--- config.mk ---
export PLATFORM = sky130hd
export DESIGN_NAME = systolic_drain_flat
export DESIGN_NICKNAME = d
export VERILOG_FILES = /design/src/rtl/systolic_drain_pkg.sv /design/src/rtl/systolic_drain_if.sv /design/src/rtl/drain_snapshot_buf.sv /design/src/rtl/systolic_drain.sv /design/src/flat_wrapper.sv
export SDC_FILE = /design/constraint.sdc
export NUM_CORES = 1
export LEC_CHECK = 0
export ABC_AREA = 1
export CORE_MARGIN = 10
export CORE_UTILIZATION = 50
export DETAILED_ROUTE_END_ITERATION = 10
export PLACE_DENSITY_LB_ADDON = 0.3
export SYNTH_ARGS = -nofsm -noshare
export SYNTH_HDL_FRONTEND = slang
export SYNTH_HIERARCHICAL = 1
export SYNTH_SLANG_ARGS = --single-unit
--- constraint.sdc ---
create_clock -name clk -period 2.1 [get_ports clk]
set_input_delay 0.42 -clock clk [delete_from_list [all_inputs] [get_ports clk]]
set_output_delay 0.42 -clock clk [all_outputs]
set_load 0.03 [all_outputs]
--- src/rtl/systolic_drain_pkg.sv ---
// rtl/systolic_drain_pkg.sv - shared constants, FSM state type and tile address helper for the drain
package systolic_pkg;

    localparam int DW        = 16;
    localparam int N         = 4;
    localparam int AW        = 8;
    localparam int MAX_TILES = 16;
    localparam int NN        = N * N;
    localparam int EW        = $clog2(NN);
    localparam int CW        = 5;

    typedef enum logic [1:0] {
        IDLE      = 2'd0,
        WAIT_TILE = 2'd1,
        WRITE     = 2'd2,
        FINISH    = 2'd3
    } drain_state_t;

    // First output-memory word of a tile; truncated to AW bits on purpose
    function automatic logic [AW-1:0] tile_base(input logic [CW-1:0] tile_idx);
        return AW'(32'(tile_idx) * NN);
    endfunction

endpackage

--- src/rtl/systolic_drain_if.sv ---
// rtl/systolic_drain_if.sv - tile handshake and output-memory write port of the drain stage
interface systolic_drain_if;
    import systolic_pkg::*;

    logic                 tile_valid;
    logic                 tile_ready;
    logic [NN*DW-1:0]     res_flat;
    logic                 wr_en;
    logic [AW-1:0]        wr_addr;
    logic [DW-1:0]        wr_data;
    logic                 wr_ready;

    // master: the drain itself
    modport master (
        input  tile_valid, res_flat, wr_ready,
        output tile_ready, wr_en, wr_addr, wr_data
    );

    // slave: array + output memory side
    modport slave (
        output tile_valid, res_flat, wr_ready,
        input  tile_ready, wr_en, wr_addr, wr_data
    );

endinterface

--- src/rtl/drain_snapshot_buf.sv ---
// rtl/drain_snapshot_buf.sv - N*N x DW snapshot register file with parallel load and indexed read
module drain_snapshot_buf
    import systolic_pkg::*;
(
    input  logic              clk,
    input  logic              rst,
    input  logic              load,
    input  logic [NN*DW-1:0]  load_flat,
    input  logic [EW-1:0]     rd_idx,
    output logic [DW-1:0]     rd_data
);

    logic [DW-1:0] mem [NN];

    // Whole tile is captured in a single cycle so the array is freed immediately
    always_ff @(posedge clk or negedge rst) begin
        if (!rst) begin
            for (int i = 0; i < NN; i++) mem[i] <= '0;
        end else if (load) begin
            for (int i = 0; i < NN; i++) mem[i] <= load_flat[i*DW +: DW];
        end
    end

    assign rd_data = mem[rd_idx];

endmodule

--- src/rtl/systolic_drain.sv ---
// rtl/systolic_drain.sv - drains 4x4 systolic tiles into output memory; DRAIN_RELU_EN enables a ReLU clamp on write data
module systolic_drain
    import systolic_pkg::*;
(
    input  logic                 clk,
    input  logic                 rst,
    input  logic                 start,
    input  logic [CW-1:0]        num_tiles,
    systolic_drain_if.master     bus,
    output logic                 busy,
    output logic                 done,
    output logic [CW-1:0]        tiles_done
);

    drain_state_t   state;
    drain_state_t   state_nxt;
    logic [CW-1:0]  tile_cnt_lat;
    logic [CW-1:0]  tile_idx;
    logic [EW-1:0]  elem;
    logic [CW-1:0]  num_clamped;
    logic           capture;
    logic           accept;
    logic           last_elem;
    logic           last_tile;
    logic [DW-1:0]  snap_data;
    logic [DW-1:0]  write_word;
    logic           tile_ready_o;
    logic           wr_en_o;
    logic [AW-1:0]  wr_addr_o;
    logic [DW-1:0]  wr_data_o;

    assign num_clamped = (num_tiles == '0)              ? CW'(1) :
                         (num_tiles > CW'(MAX_TILES))   ? CW'(MAX_TILES) : num_tiles;
    assign capture     = (state == WAIT_TILE) && bus.tile_valid;
    assign accept      = (state == WRITE) && bus.wr_ready;
    assign last_elem   = (elem == EW'(NN - 1));
    assign last_tile   = ((tiles_done + CW'(1)) == tile_cnt_lat);

    drain_snapshot_buf u_snap (
        .clk       (clk),
        .rst       (rst),
        .load      (capture),
        .load_flat (bus.res_flat),
        .rd_idx    (elem),
        .rd_data   (snap_data)
    );

`ifdef DRAIN_RELU_EN
    assign write_word = snap_data[DW-1] ? '0 : snap_data;
`else
    assign write_word = snap_data;
`endif

    // State register; reset abandons any write in flight
    always_ff @(posedge clk or negedge rst) begin
        if (!rst) state <= IDLE;
        else      state <= state_nxt;
    end

    // Next-state logic
    always_comb begin
        state_nxt = state;
        case (state)
            IDLE:      if (start) state_nxt = WAIT_TILE;
            WAIT_TILE: if (capture) state_nxt = WRITE;
            WRITE:     if (accept && last_elem) state_nxt = last_tile ? FINISH : WAIT_TILE;
            FINISH:    state_nxt = IDLE;
            default:   state_nxt = IDLE;
        endcase
    end

    // Run length, tile and element counters
    always_ff @(posedge clk or negedge rst) begin
        if (!rst) begin
            tile_cnt_lat <= '0;
            tile_idx     <= '0;
            tiles_done   <= '0;
            elem         <= '0;
        end else begin
            if (state == IDLE && start) begin
                tile_cnt_lat <= num_clamped;
                tile_idx     <= '0;
                tiles_done   <= '0;
                elem         <= '0;
            end
            if (capture) elem <= '0;
            if (accept) begin
                elem <= elem + EW'(1);
                if (last_elem) begin
                    tiles_done <= tiles_done + CW'(1);
                    tile_idx   <= tile_idx + CW'(1);
                end
            end
        end
    end

    // Moore outputs decoded from state; address/data forced to 0 outside WRITE
    always_comb begin
        tile_ready_o = 1'b0;
        wr_en_o      = 1'b0;
        wr_addr_o    = '0;
        wr_data_o    = '0;
        busy         = 1'b0;
        done         = 1'b0;
        case (state)
            WAIT_TILE: begin
                tile_ready_o = 1'b1;
                busy         = 1'b1;
            end
            WRITE: begin
                wr_en_o   = 1'b1;
                busy      = 1'b1;
                wr_addr_o = tile_base(tile_idx) + AW'(elem);
                wr_data_o = write_word;
            end
            FINISH:  done = 1'b1;
            default: ;
        endcase
    end

    assign bus.tile_ready = tile_ready_o;
    assign bus.wr_en      = wr_en_o;
    assign bus.wr_addr    = wr_addr_o;
    assign bus.wr_data    = wr_data_o;

endmodule

--- src/flat_wrapper.sv ---
// flat-port wrapper written by rule: the top's interface ports become plain ports
module systolic_drain_flat import systolic_pkg::*;
  (clk, rst, start, num_tiles, busy, done, tiles_done, bus_tile_valid, bus_res_flat, bus_wr_ready, bus_tile_ready, bus_wr_en, bus_wr_addr, bus_wr_data);
  systolic_drain_if bus_i ();
  input  logic clk;
  input  logic rst;
  input  logic start;
  input  logic [CW-1:0] num_tiles;
  output logic busy;
  output logic done;
  output logic [CW-1:0] tiles_done;
  input wire logic [$bits(bus_i.tile_valid)-1:0] bus_tile_valid;
  input wire logic [$bits(bus_i.res_flat)-1:0] bus_res_flat;
  input wire logic [$bits(bus_i.wr_ready)-1:0] bus_wr_ready;
  output wire logic [$bits(bus_i.tile_ready)-1:0] bus_tile_ready;
  output wire logic [$bits(bus_i.wr_en)-1:0] bus_wr_en;
  output wire logic [$bits(bus_i.wr_addr)-1:0] bus_wr_addr;
  output wire logic [$bits(bus_i.wr_data)-1:0] bus_wr_data;
  assign bus_i.tile_valid = bus_tile_valid;
  assign bus_i.res_flat = bus_res_flat;
  assign bus_i.wr_ready = bus_wr_ready;
  assign bus_tile_ready = bus_i.tile_ready;
  assign bus_wr_en = bus_i.wr_en;
  assign bus_wr_addr = bus_i.wr_addr;
  assign bus_wr_data = bus_i.wr_data;
  systolic_drain u_core (.clk(clk), .rst(rst), .start(start), .num_tiles(num_tiles), .bus(bus_i), .busy(busy), .done(done), .tiles_done(tiles_done));
endmodule
# [Word level (Yosys, flattened, before mapping)]
# Cells that the tools add are included.
# Widths: inputs -> output; s select.
[word_totals] ff_bits=277 input_bits=266 output_inout_bits=33 elab_cells=70
[op_classes] addsub=4 order_cmp=2 n_eq_ne=8 mux=25 bitwise_logic=1 n_reduce_logical=9
[op_table] op="$bmux 16 s4" n=1
[op_table] op="$mux 16" n=3
[op_table] op="$mux 5" n=8
[op_table] op="$mux 4" n=3
[op_table] op="$add 5x1->5 const B" n=2
[op_table] op="$add 8x4->8" n=1
[op_table] op="$mux 2" n=4
[op_table] op="$mux 8" n=1
[op_table] op="$pmux 2 s4" n=1
[op_table] op="$eq 5x5->1" n=1
[op_table] op="$ge 5x5->1 const B" n=1
[op_table] op="$gt 5x5->1 const B" n=1
[op_table] op="$logic_not 5->1" n=1
[op_table] op="$not 4->5" n=1
[op_table] op="$add 4x1->4 const B" n=1
[op_table] op="$eq 2x2->1 const B" n=2
[op_table] op="$eq 4x4->1 const B" n=1
[op_table] op="$logic_and 1x1->1" n=4
[op_table] op="$mux 1" n=4
[op_table] op="$ne 2x2->1 const B" n=2
[op_table] op="$reduce_and 3->1" n=1
[op_table] op="$reduce_bool 3->1" n=1
[op_table] op="$eq 2x1->1 const B" n=1
[op_table] op="$logic_not 2->1" n=1
[op_table] op="2 further kinds" n=2

# [Depth between registers and ports, before layout]
# Gate-level depths: netlist (run 1).
[depth] depth_word=5 depth_mapped=11 ltp_nobuf=11

# [Hierarchy]
# Netlist (run 1), hierarchy kept.
[modules_own_cells] mod="drain_snapshot_buf" n_inst=1 cells_per_inst=1632 area_each_um2=12399.4 seq_area_each_um2=6406.1
[modules_own_cells] mod="systolic_drain" n_inst=1 cells_per_inst=193 area_each_um2=1345.0 seq_area_each_um2=500.5

# [Worst setup path after synthesis (run 1)]
# No wires, ideal clock.
[synth_path] path_type="reg2out" start="reg u_core.state[0]" end="out bus_wr_addr[0]" arrival_time_ns=1.566 setup_slack_ns=0.114 stages_incl_launch_ff=7 n_path_buf=2 cell_sequence="dfrtp_1 inv_1 ha_1 buf_6 clkbuf_1 nand2_1 inv_1"
[synth_between] elab_chain_cells=2
[synth_rtl] element="start, declared" line_no="systolic_drain.sv:15" text="drain_state_t state;"
[synth_rtl] element="start signal, assigned" line_no="systolic_drain.sv:57" text="else state <= state_nxt;"
[synth_rtl] element="$eq 2x2->1" line_no="systolic_drain.sv:105" text="case (state)"
[synth_rtl] element="$mux 8" line_no="systolic_drain.sv:105"
[synth_rtl] element="end, declared" line_no="flat_wrapper.sv:17" text="output wire logic [$bits(bus_i.wr_addr)-1:0] bus_wr_addr;"
# No other way between the ends.

# [Worst setup path after layout (run 1)]
[layout_path] start="reg u_core.elem[0]" end="out bus_wr_data[8]"
[layout_between] elab_chain_cells=5
[layout_rtl] element="start, declared" line_no="systolic_drain.sv:19" text="logic [EW-1:0] elem;"
[layout_rtl] element="start signal, assigned" line_no="systolic_drain.sv:88" text="elem <= elem + EW'(1);"
[layout_rtl] element="$not 4->5 (implied by the code)" line_no="drain_snapshot_buf.sv:24" text="assign rd_data = mem[rd_idx];"
[layout_rtl] element="$bmux 16 s4" line_no="drain_snapshot_buf.sv:24"
[layout_rtl] element="$mux 16 (implied by the code) (2 in a row)" line_no="drain_snapshot_buf.sv:24"
[layout_rtl] element="via u_core.snap_data[8]" line_no="systolic_drain.sv:25" text="logic [DW-1:0] snap_data;"
[layout_rtl] element="$mux 16" line_no="systolic_drain.sv:105"
[layout_rtl] element="end, declared" line_no="flat_wrapper.sv:18" text="output wire logic [$bits(bus_i.wr_data)-1:0] bus_wr_data;"
# The timed path passes the listed nets, and every way through them passes these cells. The select of a mux whose other input is x is not followed.

==> results.json, run 1 <==
{
  "outcome": "complete, but fails checks",
  "violations": "setup timing",
  "cp_max_fo": 7,
  "cts_made_buffers": 31,
  "syn_area_per_cell_um2": 7.531,
  "power_uw": 28400,
  "placed_area_um2": 17310,
  "grt_first_pass_wirelength_um": 75060,
  "final_antenna_net_count": 0,
  "syn_nets": 2098,
  "synth_warnings": 6,
  "nets": 2399,
  "clock-sinks": 276,
  "grt_pass1_vias": 13750,
  "syn_area_um2": 13740,
  "pin_count": 299,
  "grt-ovfl-total": 0,
  "hpwl_um": 33830,
  "gp_congestion": 0.9527,
  "drv_slew": 0,
  "hold_path_class": "input port to async pin",
  "final_cell_mix": "nand2_1 (520), inv_1 (286), dfrtp_1 (274)",
  "setup_tns_ns": -9.340,
  "synthCells": 1825,
  "antenna_found_initial": 1,
  "worstSkewPairLatency_ns": 0.57,
  "filler_cell_count": 1966,
  "dp_slack_ns": -0.01212,
  "cts_root_buf": "clkbuf_16",
  "final_common_cell": "nand2_1",
  "drt_iter0_markers": 1496,
  "cts.reportedPaths.clkPinSlew_ns": 0.06,
  "row_count": 60,
  "crit_type": "flop to primary output",
  "fin_crit_sh": 1.282,
  "die_height_um": 185.8,
  "seq_area_um2": 6912,
  "die_x_um": 185.8,
  "tritoncts": "done",
  "drc": 0,
  "stdcell_area_um2": 19790,
  "post-route-min-period_ns": 2.693,
  "drive_above_1_share": 0.1678,
  "synth_area_leaders": "dfrtp_1 (50%), nand2_1 (16%), nand3_1 (8.8%)",
  "hold_viol_final": 0,
  "max_freq_ghz": 0.3714,
  "portBuffers": 298,
  "grt_setup_unrepaired": "yes",
  "multi_input_area_um2": 5802,
  "synth_seq_cells": 276,
  "first_pass_iters": 5,
  "ctsHtreeMaxLevel": 1,
  "grtUsageTotal": 0.2766,
  "post-synth-top-area-cell": "dfrtp_1",
  "vdd.ir_drop.worst_mv": 0.8039,
  "vias_per_cell": 5.501,
  "critPathLaunchType": "flop",
  "pwr_density_cell_nw_per_um2": 1435,
  "crit_required_ns": 1.68,
  "core-area_um2": 27030,
  "ys_types": 26,
  "grt_max_degree": 96,
  "maxCapViolations": 0,
  "synth_seq_area_share": 0.5025,
  "leakage_uw": 0.009458,
  "dieArea_um2": 34520,
  "worst_pin_slew_ns": 0.4638,
  "cp.arrival_ns": 2.27,
  "setup_violations": 25,
  "wirelength_um": 49770,
  "initial_core_util": 0.5086,
  "area_growth_pct": 44.01,
  "synth.top_cell.area_share": 0.5025,
  "vias": 13720,
  "whs_ns": 0.3610,
  "setup_ws_ns": -0.5926,
  "worstSetupEndpointType": "primary output",
  "clock_path_buffers": 3,
  "finClkSkew_ns": 0.02963,
  "maxSlewHeadroom": 0.6908,
  "wl_per_cell_um": 19.96
}
[metrics by stage]
stage,util,cells
after floorplan,-,1825
after global placement,0.6403,2405
after detailed placement,0.6403,2405
after CTS,0.7138,2487
after global routing,0.7323,2492
final,0.7324,2493
[cell type report]
cell class	count	area share
sequential	276	0.3492
timing repair inverter	1	0.0004425
clock inverter	16	0.007080
timing repair buffer	380	0.2219
inverter	312	0.06018
tap	341	0.02156
multi-input combinational	1124	0.2931
antenna	1	0.0001264
clock buffer	42	0.04634
[synth_stat cells, drive strengths merged]
library cell  number
nor2               7
o21ai            268
nand3            243
a21oi              3
o22ai              7
ha                 7
a31oi              1
nand4              4
dfrtp            276
nand2            579
nor3               1
xor2               1
xnor2              2
inv              312
clkbuf            37
o31ai              1
buf               76
[cell families after synthesis]
family,synth area share
fa+ha+maj,0.006372
simple gates,0.2522
flops,0.5025
buf+inv,0.1334
xor+xnor,0.001912
compound gates,0.1037
[registers in the layout, summed over array words and instances (netlist names)]
| signal | flops |
|---|---|
| u_core/u_snap/mem | 256 |
| u_core/tile_cnt_lat | 5 |
| u_core/tiles_done | 5 |
| u_core/elem | 4 |
| u_core/tile_idx | 4 |
| u_core/state | 2 |
[power breakdown]
part | switching, uW | internal [uW] | leakage [uW]
Sequential | 758 | 7800 | 0.00341
Combinational | 8850 | 5500 | 0.00551
Clock | 2200 | 3290 | 0.000535
Total | 11800 | 16600 | 0.00946
[worst paths after layout]
check,slack [ns],depth (start not counted),startpoint,end
hold reg to reg,0.51,2,u_core/u_snap/mem[84],u_core/u_snap/mem[84]
max in group asynchronous,0.96,3,rst,u_core/elem[1]
hold / removal,0.36,2,rst,u_core/u_snap/mem[106]
setup / recovery,-0.59,11,u_core/elem[0],bus_wr_data[8]
min in group clk,0.40,3,bus_res_flat[141],u_core/u_snap/mem[125]
setup reg to reg,0.12,13,u_core/state[0],u_core/state[1]
[metal layers]
metal / part of all wire / wire (um) / vias up / GRT usage
met5: 0 / 0 / - / 0
met4: 0.042 / 2102 / 0 / 0.1113
met3: 0.10 / 4968 / 161 / 0.06609
met2: 0.47 / 23290 / 785 / 0.4408
met1: 0.39 / 19400 / 6496 / 0.3558
li1: - / - / 6273 / -
[worst max-delay path: stages, from the launching register on]
cell      delay [ns]
dfrtp_4         0.58
clkinv_8        0.13
buf_12          0.17
buf_4           0.14
nand2_1         0.06
nand3_1         0.10
nand3_2         0.11
nand3_2         0.08
nand2_2         0.08
nand2_1         0.07
inv_1           0.08
buf_6           0.13
[timing repair]
| action | CTS | global route |
|---|---|---|
| gates cloned | 10 | 3 |
| endpoints found under the setup margin | 31 | 27 |
| pin swaps | 22 | 29 |
| gates resized for setup | 143 | 114 |
| buffers inserted | 13 | 5 |
| hold endpoints to repair | 47 | 0 |
| hold buffers | 1 | 0 |
Power figures use the tool's default switching activity.
==> inputs of run 2 (changes only) <==
==> constraint.sdc (replaced) <==
create_clock -name clk -period 2.1 [get_ports clk]
set_input_delay 0.21 -clock clk [delete_from_list [all_inputs] [get_ports clk]]
set_output_delay 0.21 -clock clk [all_outputs]
set_load 0.03 [all_outputs]
==> run 2 against run 1 <==
  * The flow still finishes with violations (setup timing)
  * Utilization shrank 2.0 points
  * Wire length shrank 0.98%
  * Power decreased by 3.8%
  * Final area decreased by 2.8%
  * Non-clock buffer count down 19
  * Sequential share of layout area is 1.0 points higher
  * Global-route usage shrank 0.38 points
  * Die area unchanged
  * Critical path depth unchanged
  * Maximum frequency up 11%
  * Sequential power about the same
  * Worst hold slack worse by 0.21 ns
  * Critical path type unchanged
  * Critical endpoint is now bus_wr_data[2]
  * Largest cell class unchanged
  * Largest power group unchanged
==> results.json, run 2 (synthesis results as in run 1) <==
{
  "outcome": "complete, but fails checks",
  "violations": "setup timing",
  "maxSlewHeadroom": 0.7005,
  "cp.arrival_ns": 2.21,
  "dieArea_um2": 34520,
  "die_x_um": 185.8,
  "reg2reg_slack_ns": 0.15,
  "final_cell_mix": "nand2_1 (542), inv_1 (294), dfrtp_1 (274)",
  "met1_length_um": 18920,
  "maxCapViolations": 0,
  "wirelength_um": 49280,
  "hold_viol_final": 0,
  "top_regs": "u_core/u_snap/mem: 256 flops, u_core/tile_cnt_lat: 5 flops, u_core/tiles_done: 5 flops",
  "leakage_uw": 0.009180,
  "vias_per_cell": 5.428,
  "drv_slew": 0,
  "stdcell_area_um2": 19240,
  "rr_worst_depth": 10,
  "top_layer": "met5",
  "grt_setup_unrepaired": "yes",
  "r2r_end": "u_core/state[1]",
  "row_count": 60,
  "initial_core_util": 0.5086,
  "crit_type": "flop to primary output",
  "grtUsageTotal": 0.2728,
  "setup_violations": 16,
  "power_uw": 27330,
  "post-route-min-period_ns": 2.424,
  "die_height_um": 185.8,
  "clock_path_buffers": 3,
  "core-area_um2": 27030,
  "hpwl_um": 33620,
  "final_common_cell": "nand2_1",
  "wl_per_cell_um": 19.97,
  "worst_pin_slew_ns": 0.4492,
  "grt-ovfl-total": 0,
  "pwr_density_cell_nw_per_um2": 1420,
  "critPathLaunchType": "flop",
  "ctsHtreeMaxLevel": 1,
  "worstSetupEndpointType": "primary output",
  "dp_slack_ns": 0.1160,
  "portBuffers": 298,
  "first_pass_iters": 7,
  "drt_iter0_markers": 1514,
  "cts_made_buffers": 29,
  "setup_ws_ns": -0.3243,
  "vdd.ir_drop.worst_mv": 0.7761,
  "grt_pass1_vias": 13180,
  "largest-register": "u_core/u_snap/mem",
  "cts.reportedPaths.clkPinSlew_ns": 0.06,
  "worstSkewPairLatency_ns": 0.54,
  "nets": 2377,
  "drive_above_1_share": 0.1332,
  "cp_max_fo": 8,
  "vias": 13390,
  "gp_congestion": 0.9718,
  "final_antenna_net_count": 0,
  "filler_cell_count": 2051,
  "wl_met2_um": 22790,
  "antenna_found_initial": 2,
  "fin_crit_sh": 1.154,
  "area_growth_pct": 39.98,
  "hold_path_class": "input port to async pin",
  "r2r_start": "u_core/elem[0]",
  "drc": 0,
  "wl_met3_um": 5029,
  "grt_max_degree": 109,
  "crit_required_ns": 1.89,
  "grt_first_pass_wirelength_um": 73370,
  "tritoncts": "done",
  "clock-sinks": 276,
  "max_freq_ghz": 0.4125,
  "pin_count": 299,
  "cts_root_buf": "clkbuf_16",
  "finClkSkew_ns": 0.007690,
  "largest_register_ffs": 256,
  "placed_area_um2": 17170
}
==> run 2: cell types whose count changed in the layout (fill, tap and decap cells not counted), moves of 5 or more <==
cell,delta
inv_2,-8
nand3_1,+14
inv_1,+8
clkinv_2,-7
clkdlybuf4s50_1,+5
nand2_4,-9
nand2_1,+22
buf_12,-12
nand2_2,-12
buf_6,-8
nand3_2,-11
==> run 2: timing repair <==
item	CTS	global route
buffers inserted	7	0
resized for setup	90	83
endpoints found under the hold margin	276	0
pin swaps	18	32
setup endpoints to repair	27	24
hold buffers	1	0
cloned	10	5
==> run 2: how the worst max path moves through the flow <==
stage | start | end | slack (ns) | cells after the start
3_3_place_gp | u_core/elem[0] | bus_wr_data[1] | 0.11 | 10
6_report | u_core/elem[0] | bus_wr_data[2] | -0.32 | 11
4_1_cts | u_core/elem[0] | bus_wr_data[12] | -0.30 | 11
5_1_grt | u_core/elem[0] | bus_wr_data[2] | -0.40 | 11
3_5_place_dp | u_core/elem[0] | bus_wr_data[1] | 0.12 | 10
2_1_floorplan | u_core/state[1] | u_core/u_snap/mem[101] | 0.28 | 11
==> run 2: power by group <==
group	total, uW	switching (uW)	internal [uW]	leakage [uW]
combinational	13700	8600	5100	0.00530
sequential	8560	762	7800	0.00341
clock	5060	2130	2940	0.000467
==> run 2: layout make-up <==
cell class,instances,area (um2),area share
tap,341,426.7,0.02218
clock inverter,9,85.08,0.004422
clock buffer,42,854.6,0.04442
timing repair buffer,361,4183,0.2174
sequential,276,6912,0.3592
antenna,2,5.005,0.0002601
multi-input combinational,1124,5583,0.2902
inverter,312,1191,0.06191
==> run 2: metrics by stage <==
stage / utilization / TNS, ns / hold WS, ns / cells
finish: 0.7119 / -4.658 / 0.1537 / 2467
global route: 0.7118 / -5.779 / 0.1806 / 2466
CTS: 0.6968 / -4.576 / 0.1530 / 2463
detailed placement: 0.6354 / 0 / 0.1293 / 2394
global placement: 0.6354 / 0 / 0.1249 / 2394
floorplan: - / 0 / -0.08559 / 1825
==> run 2: layer usage <==
layer  GRT usage  up-vias
met5           0        -
met3     0.06434      151
met4      0.1235        2
met1      0.3488     6309
li1            -     6220
met2      0.4314      708
==> run 2: worst max-delay path, stage by stage, from the launching register on <==
cell	delay [ns]
dfrtp_4	0.58
inv_12	0.15
buf_12	0.14
buf_16	0.14
nand2_2	0.04
nand3_1	0.09
nand3_1	0.11
nand3_2	0.11
nand2_1	0.06
nand2_1	0.07
inv_2	0.05
buf_12	0.13
==> inputs of run 3 (changes only) <==
--- a/config.mk
+++ b/config.mk
@@ -9,7 +9,9 @@
 export CORE_MARGIN = 10
 export CORE_UTILIZATION = 50
 export DETAILED_ROUTE_END_ITERATION = 10
+export HOLD_SLACK_MARGIN = 0.12
 export PLACE_DENSITY_LB_ADDON = 0.3
+export RECOVER_POWER = 25
 export SYNTH_ARGS = -nofsm -noshare
 export SYNTH_HDL_FRONTEND = slang
 export SYNTH_HIERARCHICAL = 1
==> run 3 against run 2 <==
  * The run still ends with setup timing left
  * Final cell count stayed put
  * Flip-flop and latch count did not move
  * First-iteration DRC count fell by 6.2%
  * Clock skew down 0.00090 ns
  * Maximum frequency decreased by 0.49%
  * Utilization decreased by 0.15 points
  * Critical path type unchanged
  * Largest cell class unchanged
==> results.json, run 3 (synthesis results as in run 1) <==
{
  "outcome": "complete, but fails checks",
  "violations": "setup timing",
  "grt-ovfl-total": 0,
  "wl_per_cell_um": 19.97,
  "final_cells": 2467,
  "largest-register": "u_core/u_snap/mem",
  "tritoncts": "done",
  "hpwl_um": 33620,
  "crit_type": "flop to primary output",
  "path_cells": "inv_12 -> buf_12 -> clkbuf_16 -> nand2_1 -> nand3_1 -> nand3_2 -> nand3_2 -> nand2_1 -> nand2_1 -> inv_2 -> buf_12",
  "drive_above_1_share": 0.1332,
  "gp_congestion": 0.9718,
  "grtUsageTotal": 0.2728,
  "largest_register_ffs": 256,
  "cp.arrival_ns": 2.23,
  "drc": 0,
  "vdd.ir_drop.worst_mv": 0.7778,
  "row_count": 60,
  "vias_per_cell": 5.426,
  "cts.reportedPaths.clkPinSlew_ns": 0.06,
  "setup_violations": 16,
  "cp_max_fo": 8,
  "nets": 2377,
  "power_uw": 27320,
  "die_height_um": 185.8,
  "top_regs": "u_core/u_snap/mem: 256 flops, u_core/tile_cnt_lat: 5 flops, u_core/tiles_done: 5 flops",
  "worstSetupEndpointType": "primary output",
  "pwr_density_cell_nw_per_um2": 1423,
  "wirelength_um": 49270,
  "crit_slowest_cell": "dfrtp_4",
  "portBuffers": 298,
  "crit_required_ns": 1.89,
  "die_x_um": 185.8,
  "worst_pin_slew_ns": 1.115,
  "cts_root_buf": "clkbuf_16",
  "clock_path_buffers": 3,
  "grt_first_pass_wirelength_um": 73370,
  "setup_ws_ns": -0.3362,
  "final_antenna_net_count": 0,
  "critPathLaunchType": "flop",
  "cpPeakStageDelay_ns": 0.58,
  "initial_core_util": 0.5086,
  "hold_viol_final": 0,
  "post-route-min-period_ns": 2.436,
  "drt_iter0_markers": 1420,
  "grt_setup_unrepaired": "yes",
  "hold_path_class": "input port to flop",
  "vias": 13390,
  "first_pass_iters": 5,
  "setup_tns_ns": -4.695,
  "core-area_um2": 27030,
  "dpl.cell_count": 2394,
  "grt_max_degree": 109,
  "final_common_cell": "nand2_1",
  "utilization": 0.7104,
  "grt_pass1_vias": 13180,
  "cts_made_buffers": 29,
  "final_cell_mix": "nand2_1 (542), inv_1 (294), dfrtp_1 (274)",
  "pin_count": 299,
  "max_freq_ghz": 0.4105,
  "clock-sinks": 276,
  "dieArea_um2": 34520,
  "leakage_uw": 0.009165,
  "maxSlewHeadroom": 0.2564,
  "fin_crit_sh": 1.160,
  "cp_common_cell": "nand2_1",
  "finClkSkew_ns": 0.006789,
  "drv_slew": 0,
  "area_growth_pct": 39.68,
  "antenna_found_initial": 2,
  "maxCapViolations": 0,
  "dp_slack_ns": 0.1160,
  "worstSkewPairLatency_ns": 0.55,
  "ctsHtreeMaxLevel": 1
}
-- run 3: changes by cell type in the layout (fill, tap and decap cells not counted), sizes merged --
cell    before  now
clkbuf      47   50
buf         83   80
-- run 3: worst paths after layout --
check / startpoint / cells after the start / end / slack, ns
max in group asynchronous: rst / 3 / u_core/u_snap/mem[244] / 0.45
worst min-delay path: bus_res_flat[141] / 3 / u_core/u_snap/mem[125] / 0.21
min in group asynchronous: rst / 2 / u_core/u_snap/mem[115] / 0.42
worst max register to register: u_core/elem[0] / 10 / u_core/state[1] / 0.15
worst max-delay path: u_core/elem[0] / 11 / bus_wr_data[2] / -0.34
worst min register to register: u_core/u_snap/mem[61] / 2 / u_core/u_snap/mem[61] / 0.51
-- run 3: cell type report --
class                           count  area (um2)
Tap cell                          341       426.7
Inverter                          312        1191
Clock inverter                      9       85.08
Timing Repair Buffer              361        4141
Sequential cell                   276        6912
Antenna cell                        2       5.005
Multi-Input combinational cell   1124        5583
Clock buffer                       42       854.6
Fill cell                        2061        7828
-- run 3: per-layer routing --
metal  wire, um  global-route usage  share of wire
met4       2541              0.1235          0.052
met2      22770              0.4314           0.46
met3       4997             0.06434           0.10
met5         12                   0        0.00024
met1      18940              0.3488           0.38
-- run 3: repair_timing --
action	in CTS	in global routing
buffers inserted	7	0
pin swaps	18	32
endpoints found under the hold margin	276	0
hold buffers	1	0
gates resized for setup	90	83
endpoints found under the setup margin	27	24
gates cloned	10	5
-- run 3: worst max-delay path: cells and delay by family (launching register included) --
| family | cells | cell delay (ns) |
|---|---|---|
| buffers and inverters | 5 | 0.64 |
| and+or+nand+nor | 6 | 0.47 |
| DFF | 1 | 0.58 |
-- run 3: where the power goes --
group	internal [uW]	switching [uW]	total, uW
clock network	2940	2130	5070
registers	7800	758	8560
logic	5090	8600	13700
total	15800	11500	27300
-- run 3: per-stage QoR --
stage	cell area (um2)	hold slack, ns
global route	19200	0.2185
global placement	17170	0.1249
detailed placement	17170	0.1293
floorplan	13740	-0.08559
finish	19200	0.2077
CTS	18830	0.1530
